[src/rtl/acq_ram_writer_pkg.sv]
// Shared definitions for the acquisition SRAM writer:
// FSM state encodings, SRAM active levels and the default address width.
package acq_ram_writer_pkg;

  localparam int ADDR_WIDTH_DEF = 19;

  localparam logic [1:0] S_IDLE   = 2'd0;
  localparam logic [1:0] S_SETUP  = 2'd1;
  localparam logic [1:0] S_STROBE = 2'd2;
  localparam logic [1:0] S_HOLD   = 2'd3;

  localparam logic WE_ON  = 1'b0;
  localparam logic WE_OFF = 1'b1;

  function automatic logic [15:0] sat_inc16(
    input logic [15:0] v
  );
    return (v == 16'hFFFF) ? v : v + 16'd1;
  endfunction

endpackage

[src/rtl/acq_sync_fifo.sv]
// Small synchronous byte FIFO with flush; head is read from the
// registered storage at the read pointer.
module acq_sync_fifo
  import acq_ram_writer_pkg::*;
#(
  parameter int DEPTH = 8,
  parameter int WIDTH = 8
) (
  input  logic             clk,
  input  logic             rst,
  input  logic             push,
  input  logic             pop,
  input  logic             flush,
  input  logic [WIDTH-1:0] din,
  output logic [WIDTH-1:0] head,
  output logic             full,
  output logic             empty
);

  localparam int AW = $clog2(DEPTH);

  logic [WIDTH-1:0] mem [DEPTH];
  logic [AW:0]      wr_ptr;
  logic [AW:0]      rd_ptr;
  logic             do_push;
  logic             do_pop;

  assign empty = (wr_ptr == rd_ptr);
  assign full  = (wr_ptr[AW] != rd_ptr[AW]) &&
                 (wr_ptr[AW-1:0] == rd_ptr[AW-1:0]);

  // A pop in the same clock frees a slot, so a full FIFO still accepts.
  assign do_pop  = pop & ~empty;
  assign do_push = push & (~full | do_pop);

  always_ff @(posedge clk) begin
    if (rst || flush) begin
      wr_ptr <= '0;
      rd_ptr <= '0;
    end else begin
      if (do_push) wr_ptr <= wr_ptr + 1'b1;
      if (do_pop)  rd_ptr <= rd_ptr + 1'b1;
    end
  end

  always_ff @(posedge clk) begin
    if (do_push && !flush && !rst)
      mem[wr_ptr[AW-1:0]] <= din;
  end

  assign head = mem[rd_ptr[AW-1:0]];

endmodule

[src/rtl/acq_ram_writer.sv]
// Buffers DiscReader byte strobes and paces them into SRAM at an
// auto-incrementing address. Optional ACQ_WRITER_DROP_COUNT_EN adds DROP_COUNT.
module acq_ram_writer
  import acq_ram_writer_pkg::*;
#(
  parameter int ADDR_WIDTH = ADDR_WIDTH_DEF,
  parameter int FIFO_DEPTH = 8,
  parameter int WE_CYCLES  = 2
) (
  input  logic                  CLOCK,
  input  logic                  RESET,
  input  logic                  RUN,
  input  logic                  ADDR_CLR,
  input  logic [7:0]            DATA_IN,
  input  logic                  WRITE_IN,
  output logic [ADDR_WIDTH-1:0] SRAM_ADDR,
  output logic [7:0]            SRAM_DQ_OUT,
  output logic                  SRAM_DQ_OE,
  output logic                  SRAM_WE_N,
  output logic                  MEM_FULL,
  output logic                  OVERRUN,
  output logic                  IDLE
`ifdef ACQ_WRITER_DROP_COUNT_EN
  ,
  output logic [15:0]           DROP_COUNT
`endif
);

  localparam int CW = $clog2(WE_CYCLES) + 1;

  logic [1:0]    state;
  logic [CW-1:0] we_cnt;
  logic [7:0]    head;
  logic          fifo_full;
  logic          fifo_empty;
  logic          clr;
  logic          push_ok;
  logic          last;
  logic          pop;
  logic          drop;
  logic          flush;

  assign clr     = RESET | ADDR_CLR;
  assign push_ok = WRITE_IN & RUN & ~MEM_FULL & ~clr;
  assign last    = (state == S_HOLD) && (SRAM_ADDR == '1);
  assign pop     = ~clr & ~fifo_empty &
                   ((state == S_IDLE) | ((state == S_HOLD) & ~last));
  assign drop    = push_ok & fifo_full & ~pop;
  // Completing the top address discards whatever is still queued.
  assign flush   = ADDR_CLR | last;

  acq_sync_fifo #(
    .DEPTH (FIFO_DEPTH),
    .WIDTH (8)
  ) u_fifo (
    .clk   (CLOCK),
    .rst   (RESET),
    .push  (push_ok),
    .pop   (pop),
    .flush (flush),
    .din   (DATA_IN),
    .head  (head),
    .full  (fifo_full),
    .empty (fifo_empty)
  );

  always_ff @(posedge CLOCK) begin
    if (RESET) begin
      state       <= S_IDLE;
      we_cnt      <= '0;
      SRAM_ADDR   <= '0;
      SRAM_DQ_OUT <= '0;
      SRAM_DQ_OE  <= 1'b0;
      SRAM_WE_N   <= WE_OFF;
      MEM_FULL    <= 1'b0;
      OVERRUN     <= 1'b0;
    end else if (ADDR_CLR) begin
      state      <= S_IDLE;
      we_cnt     <= '0;
      SRAM_ADDR  <= '0;
      SRAM_DQ_OE <= 1'b0;
      SRAM_WE_N  <= WE_OFF;
      MEM_FULL   <= 1'b0;
      OVERRUN    <= 1'b0;
    end else begin
      if (drop) OVERRUN <= 1'b1;
      unique case (state)
        S_IDLE: begin
          if (pop) begin
            SRAM_DQ_OUT <= head;
            SRAM_DQ_OE  <= 1'b1;
            state       <= S_SETUP;
          end
        end
        S_SETUP: begin
          SRAM_WE_N <= WE_ON;
          we_cnt    <= CW'(WE_CYCLES - 1);
          state     <= S_STROBE;
        end
        S_STROBE: begin
          if (we_cnt == '0) begin
            SRAM_WE_N <= WE_OFF;
            state     <= S_HOLD;
          end else begin
            we_cnt <= we_cnt - 1'b1;
          end
        end
        S_HOLD: begin
          if (last) begin
            MEM_FULL   <= 1'b1;
            SRAM_DQ_OE <= 1'b0;
            state      <= S_IDLE;
          end else begin
            SRAM_ADDR <= SRAM_ADDR + 1'b1;
            if (pop) begin
              SRAM_DQ_OUT <= head;
              state       <= S_SETUP;
            end else begin
              SRAM_DQ_OE <= 1'b0;
              state      <= S_IDLE;
            end
          end
        end
        default: state <= S_IDLE;
      endcase
    end
  end

  assign IDLE = fifo_empty && (state == S_IDLE);

`ifdef ACQ_WRITER_DROP_COUNT_EN
  always_ff @(posedge CLOCK) begin
    if (clr)       DROP_COUNT <= '0;
    else if (drop) DROP_COUNT <= sat_inc16(DROP_COUNT);
  end
`endif

endmodule

[config.mk]
export PLATFORM = sky130hd
export DESIGN_NAME = acq_ram_writer
export DESIGN_NICKNAME = d
export VERILOG_FILES = /design/src/rtl/acq_ram_writer_pkg.sv /design/src/rtl/acq_sync_fifo.sv /design/src/rtl/acq_ram_writer.sv
export SDC_FILE = /design/constraint.sdc
export NUM_CORES = 1
export LEC_CHECK = 0
export BUFFER_PORTS_ARGS = -buffer_cell sky130_fd_sc_hd__buf_2
export CORE_MARGIN = 2
export CORE_UTILIZATION = 40
export DETAILED_ROUTE_END_ITERATION = 10
export GPL_TIMING_DRIVEN = 0
export PLACE_DENSITY = 0.61
export SETUP_SLACK_MARGIN = 0.05
export SYNTH_ARGS = -nofsm -noshare
export SYNTH_HDL_FRONTEND = slang
export SYNTH_SLANG_ARGS = --single-unit
export TNS_END_PERCENT = 100
[constraint.sdc]
create_clock -name CLOCK -period 2.8 [get_ports CLOCK]
set_input_delay 0 -clock CLOCK [delete_from_list [all_inputs] [get_ports CLOCK]]
set_output_delay 0 -clock CLOCK [all_outputs]
set_load 0.005 [all_outputs]
==> results.sh, run 1 <==
export IMPL_path_max_fanout=8
export IMPL_synth_top_area_share_pct=41.5
export IMPL_min_period_over_period_pct=91.1
export IMPL_grt_pass1_vias=2847
export IMPL_rsz0062_at_grt="false"
export IMPL_maxCapViolCount=0
export IMPL_grt_first_pass_wirelength_microns=14900
export IMPL_nNetsFinal=436
export IMPL_grt_max_degree=22
export IMPL_diodes=0
export IMPL_routedWlPerCell_microns=16.7
export IMPL_vias=2864
export IMPL_reg2reg_setup_slack_ns=0.25
export IMPL_startpoint_type="flop"
export IMPL_syn2layout_area_growth_pct=20.8
export IMPL_hp_class="in -> reg"
export IMPL_synthTopCellsByArea="edfxtp_1, dfxtp_1, mux4_2"
export IMPL_drt_wl_total_microns=9390
export IMPL_crit_arrival_ns=2.61
export IMPL_max_stage_delay_ns=0.33
export IMPL_synth_edf_count=64
export IMPL_combinationalPowerShare_pct=2.1
export IMPL_synth_xor_area_share_pct=4.92
export IMPL_synth_top_family_by_area="simple AND/OR/NAND/NOR gates"
export IMPL_die_area_sq_mm=0.0125
export IMPL_synth_compound_area_share_pct=5.70
export IMPL_syn_nets=366
export IMPL_yosysSeqAreaShare_pct=61.4
export IMPL_synthAdderAreaFrac_pct=2.43
export IMPL_path_buf_inv=2
export IMPL_slew_viol_final=0
export IMPL_status="completed"
export IMPL_synthArstFlopShare_pct=0
export IMPL_pin_count=45
export IMPL_crit_path_end_kind="flop"
export IMPL_yosys_area_share_simple_pct=12.8
export IMPL_synth_common_cells="edfxtp_1, nor2_1, dfxtp_1, mux4_2, nand2_1"
export IMPL_die_y_microns=112
export IMPL_required_ns=2.86
export IMPL_place_inst=530
export IMPL_yosysMostFrequentCell="edfxtp_1"
export IMPL_maxSlewHeadroom_pct=51.1
export IMPL_fin_tns_setup_ns=0
export IMPL_worstMarginPinSlew_ns=0.726
export IMPL_cts_buffer_depth=2
export IMPL_cts_clk_slew_worst_paths_ns=0.08
export IMPL_place_congestion=0.813
export IMPL_crit_chain="clkbuf_2, xnor2_1, a41oi_4, and2_1, o2bb2ai_2, nand3_2, nor3_4, buf_12"
export IMPL_p_int_mw=2.36
export IMPL_rows=39
export IMPL_p_leak_nw=1.90
export IMPL_switchingPower_uw=665
export IMPL_antenna_found_initial=0
export IMPL_dieWidth_microns=112
export IMPL_setup_viol=0
export IMPL_fin_area_sq_mm=0.00560
export IMPL_synth_ff_latch_count=110
export IMPL_skew_ns=0.00990
export IMPL_drtIter0Drc=143
export IMPL_clock_sinks=110
export IMPL_start_util_pct=40.7
export IMPL_ys_flop_type="edfxtp_1"
export IMPL_route_antenna_remaining_nets=0
export IMPL_hold_violations=0
export IMPL_yosysWarnings=0
export IMPL_fin_cells=562
export IMPL_final_core_utilization_pct=49.2
export IMPL_muxShareOfSynthArea_pct=10.4
export IMPL_crit_type="reg -> reg"
export IMPL_slowest_stage="dfxtp_1"
export IMPL_min_period_ns=2.55
export IMPL_cts_root_buf="clkbuf_16"
export IMPL_cts_max_level=3
export IMPL_placed_area_sq_mm=0.00504
export IMPL_synth_avg_cell_area_sq_um=13.5
export IMPL_grt_overflow_total=0
export IMPL_firstDrtPassIters=4
export IMPL_crit_family="simple AND/OR/NAND/NOR gates"
export IMPL_cts_made_buffers=9
export IMPL_synth_cells=344
export IMPL_grt_usage_pct=15.4
export IMPL_core_sq_mm=0.0114
export IMPL_insertion_delay_ns=0.35
export IMPL_p_sw_share_pct=21.9
export IMPL_power_frac_clock_pct=41.5
export IMPL_mappedNetlistArea_sq_mm=0.00463
export IMPL_p_per_area_mw_per_mm2=541
export IMPL_hpwl_microns=6270
export IMPL_seq_power_share_pct=56.4
export IMPL_yosysUniqueCellTypes=45
export IMPL_vias_per_cell=5.10
export IMPL_drive_above_1_share_pct=25.3
export IMPL_drc=0
export IMPL_portBuffers=43
export IMPL_vdd_drop_max_mv=0.281
export IMPL_fmax_mhz=392
export IMPL_cts_tree="done"
export IMPL_synth_area_leader_cell="edfxtp_1"
-- kinds of logic (layout without fill, tap and decap cells) --
group,after synthesis,after routing
compound gates,33,33
xor+xnor,26,26
fa+ha+maj,9,9
buf+inv,24,99
flops,110,110
mux,28,28
simple gates,114,114
-- sequential cells by signal, summed over array words and instances (netlist names), named ones only --
name and flops:
SRAM_ADDR 19, u_fifo.wr_ptr 4, SRAM_DQ_OUT 8, MEM_FULL 1, we_cnt 2, OVERRUN 1
SRAM_WE_N 1, state 2, u_fifo.rd_ptr 4, SRAM_DQ_OE 1, u_fifo.mem 64
-- tightest hold or removal path: cells and delay by family --
| kind | cells | cell delay [ns] |
|---|---|---|
| compound gates | 1 | 0.12 |
| simple gates | 1 | 0.10 |
| buf+inv | 1 | 0.09 |
-- path summary, 6_finish.rpt --
check / from / endpoint / depth (start not counted)
max: u_fifo.wr_ptr[1] / u_fifo.mem[1][1] / 8
min: RESET / MEM_FULL / 3
max reg2reg: u_fifo.wr_ptr[1] / u_fifo.mem[1][1] / 8
min reg2reg: OVERRUN / OVERRUN / 1
-- cell type report --
cell class              instances  area [sq um]
repair buffers                 59           413
clock buffers                   9           225
flip-flops and latches        110          2840
multi-input cells             210          1750
fillers                      1002          5770
inverters                      10          37.5
plain buffers                  14          73.8
clock inverters                 7          72.6
well taps                     143           179
-- power groups by stage --
stage	sequential (mW)	combinational (mW)	clock, mW
after floorplan	1.75	0.0216	0
after CTS	1.71	0.0620	1.28
after global routing	1.71	0.0695	1.35
after detailed placement	1.75	0.0499	0
final	1.71	0.0626	1.26
after global placement	1.75	0.0476	0
-- repair_timing --
item / 4_1_cts / 5_1_grt
cloned: 0 / 0
pin swaps: 0 / 5
setup endpoints to repair: 64 / 64
gates resized for setup: 5 / 12
hold buffers: 11 / 0
endpoints found under the hold margin: 73 / 0
setup buffers: 0 / 5
-- placed cells by master, fill, tap and decap left out, types with 11 or more instances in the layout --
cell,instances
edfxtp_1,64
buf_2,47
dfxtp_1,46
nor2_1,41
nand2_1,16
mux4_2,16
xor2_1,15
mux2i_1,12
xnor2_1,11
dlygate4sd3_1,11
-- per-stage QoR --
stage	hold slack, ns	setup WS [ns]	power, mW
after CTS	0.0139	-0.176	3.05
after floorplan	0.0989	0.328	1.77
after global routing	0.0255	0.0584	3.13
final	0.00723	0.248	3.03
after detailed placement	0.258	-0.196	1.80
after global placement	0.250	-0.486	1.79
-- layer usage --
layer  up-vias  GRT usage, %  wire length [microns]
met5         -             0                      0
met4         0          4.44                    105
met3         7          2.83                    394
met2        53          23.9                   4370
met1      1389          22.3                   4520
li1       1415             -                      -
No activity file was read; power rests on OpenSTA's default activity.
==> inputs of run 2 (changes only) <==
--- a/config.mk
+++ b/config.mk
@@ -7,10 +7,11 @@
 export LEC_CHECK = 0
 export BUFFER_PORTS_ARGS = -buffer_cell sky130_fd_sc_hd__buf_2
 export CORE_MARGIN = 2
-export CORE_UTILIZATION = 40
+export CORE_UTILIZATION = 61
+export CTS_BUF_LIST = sky130_fd_sc_hd__clkbuf_4 sky130_fd_sc_hd__clkbuf_8
 export DETAILED_ROUTE_END_ITERATION = 10
 export GPL_TIMING_DRIVEN = 0
-export PLACE_DENSITY = 0.61
+export PLACE_DENSITY = 0.85
 export SETUP_SLACK_MARGIN = 0.05
 export SYNTH_ARGS = -nofsm -noshare
 export SYNTH_HDL_FRONTEND = slang
==> run 2 against run 1 <==
Against the previous run:
- routed wire length increased by 0.44%
- first-iteration DRC count increased by 69%
- global-route usage increased by 8.5 points
- clock power decreased by 23%
- die area decreased by 33%
==> results.sh, run 2 (synthesized netlist as in run 1, its figures left out) <==
export IMPL_min_period_over_period_pct=95.0
export IMPL_finalPower_mw=2.74
export IMPL_rsz0062_at_grt="false"
export IMPL_pin_count=45
export IMPL_skew_ns=0.0123
export IMPL_crit_arrival_ns=2.67
export IMPL_max_stage_delay_ns=0.52
export IMPL_grt_overflow_total=0
export IMPL_maxSlewHeadroom_pct=53.2
export IMPL_min_delay_start="RUN"
export IMPL_clock_sinks=110
export IMPL_setup_viol=0
export IMPL_final_cell_mix="edfxtp_1, buf_2, dfxtp_1"
export IMPL_drt_wl_total_microns=9430
export IMPL_dieWidth_microns=91.1
export IMPL_path_buf_inv=1
export IMPL_routedWlPerCell_microns=18.3
export IMPL_crit_type="reg -> reg"
export IMPL_fin_area_sq_mm=0.00535
export IMPL_grt_max_degree=19
export IMPL_cts_clk_slew_worst_paths_ns=0.10
export IMPL_drc=0
export IMPL_largest_reg_flops=64
export IMPL_cts_made_buffers=9
export IMPL_die_y_microns=91.1
export IMPL_final_common_cell="edfxtp_1"
export IMPL_path_max_fanout=8
export IMPL_drive_above_1_share_pct=24.5
export IMPL_place_congestion=0.778
export IMPL_whs_endpoint="OVERRUN"
export IMPL_insertion_delay_ns=0.37
export IMPL_nNetsFinal=433
export IMPL_whs_ns=0.0829
export IMPL_crit_chain="clkbuf_2, xnor2_1, a41oi_4, and2_1, o2bb2ai_4, nand3b_1, nor2_2"
export IMPL_syn2layout_area_growth_pct=15.5
export IMPL_fmax_mhz=376
export IMPL_hold_violations=0
export IMPL_die_area_sq_mm=0.00831
export IMPL_crit_path_end_kind="flop"
export IMPL_portBuffers=43
export IMPL_rows=31
export IMPL_firstDrtPassIters=5
export IMPL_regToRegEndpoint="u_fifo.mem[2][1]"
export IMPL_hpwl_microns=6470
export IMPL_cts_buffer_depth=2
export IMPL_startpoint_type="flop"
export IMPL_cts_root_buf="clkbuf_8"
export IMPL_cts_tree="done"
export IMPL_slew_viol_final=0
export IMPL_slowest_stage="nor2_2"
export IMPL_vias_per_cell=5.81
export IMPL_placed_area_sq_mm=0.00498
export IMPL_grt_pass1_vias=3011
export IMPL_p_per_area_mw_per_mm2=512
export IMPL_grt_first_pass_wirelength_microns=15000
export IMPL_diodes=0
export IMPL_core_sq_mm=0.00729
export IMPL_antenna_found_initial=0
export IMPL_start_util_pct=63.5
export IMPL_vias=2991
export IMPL_hp_class="in -> reg"
export IMPL_required_ns=2.81
export IMPL_p_leak_nw=1.83
export IMPL_crit_family="simple AND/OR/NAND/NOR gates"
export IMPL_ff2ff_path_depth=7
export IMPL_grt_usage_pct=23.9
export IMPL_vdd_drop_max_mv=0.273
export IMPL_status="completed"
export IMPL_min_period_ns=2.66
export IMPL_fin_tns_setup_ns=0
export IMPL_route_antenna_remaining_nets=0
export IMPL_cts_max_level=3
export IMPL_reg2reg_setup_slack_ns=0.14
export IMPL_worstMarginPinSlew_ns=0.696
export IMPL_r2r_start="u_fifo.wr_ptr[1]"
export IMPL_drtIter0Drc=241
export IMPL_maxCapViolCount=0
export IMPL_min_path_cells=4
-- run 2: cell count changes in the layout (fill, tap and decap cells not counted), moves of 2 or more --
cell       before  now
buf_12          4    0
buf_4           3    5
clkbuf_16       9    0
clkbuf_8        0   10
clkinv_8        2    0
inv_6           4    1
nor2_2          0    6
nor2_4          6    0
-- run 2: per-stage QoR --
step | instances | util [%] | worst slack [ns]
after global placement | 486 | 68.2 | -0.410
after detailed placement | 487 | 68.3 | -0.582
after floorplan | 344 | - | 0.328
after CTS | 515 | 73.2 | 0.127
final | 515 | 73.4 | 0.140
after global routing | 515 | 73.4 | 0.0494
-- run 2: what timing repair did --
item / in CTS / in global routing
endpoints found under the hold margin: 74 / 0
endpoints found under the setup margin: 64 / 53
pin swaps: 1 / 0
resized for setup: 11 / 1
hold buffers: 10 / 0
setup buffers: 2 / 0
-- run 2: how the worst max path moves through the flow --
| stage | endpoint | cells after the start | from |
|---|---|---|---|
| 2_1_floorplan | u_fifo.mem[1][0] | 7 | u_fifo.wr_ptr[1] |
| 3_3_place_gp | u_fifo.mem[0][7] | 7 | u_fifo.wr_ptr[1] |
| 3_5_place_dp | u_fifo.mem[1][2] | 7 | u_fifo.wr_ptr[1] |
| 4_1_cts | u_fifo.mem[5][4] | 7 | u_fifo.wr_ptr[1] |
| 5_1_grt | u_fifo.mem[5][1] | 7 | u_fifo.wr_ptr[1] |
| 6_report | u_fifo.mem[2][1] | 7 | u_fifo.wr_ptr[1] |
-- run 2: routing by layer --
metal | wire length (microns) | track usage, % | vias to the layer above
met2 | 4810 | 40.9 | 122
met3 | 602 | 3.82 | 15
met4 | 165 | 8.84 | 0
met1 | 3850 | 30.9 | 1444
li1 | - | - | 1410
met5 | 0 | 0 | -
-- run 2: worst min-delay path, cell delays in order --
cell and delay (ns):
buf_2 0.09, nand2_1 0.05, nor3_1 0.06, a32o_1 0.21
-- run 2: power breakdown --
part	switching [mW]	internal, mW
Combinational	0.0370	0.0241
Sequential	0.00119	1.71
Clock	0.519	0.450
-- run 2: area by class of cell --
type                            instances  area (sq um)
Multi-Input combinational cell        210          1730
Buffer                                 14          73.8
Inverter                               10          37.5
Clock inverter                          5          58.8
Sequential cell                       110          2840
Tap cell                               99           124
Clock buffer                           11           145
Timing Repair Buffer                   56           338
Fill cell                             501          1940
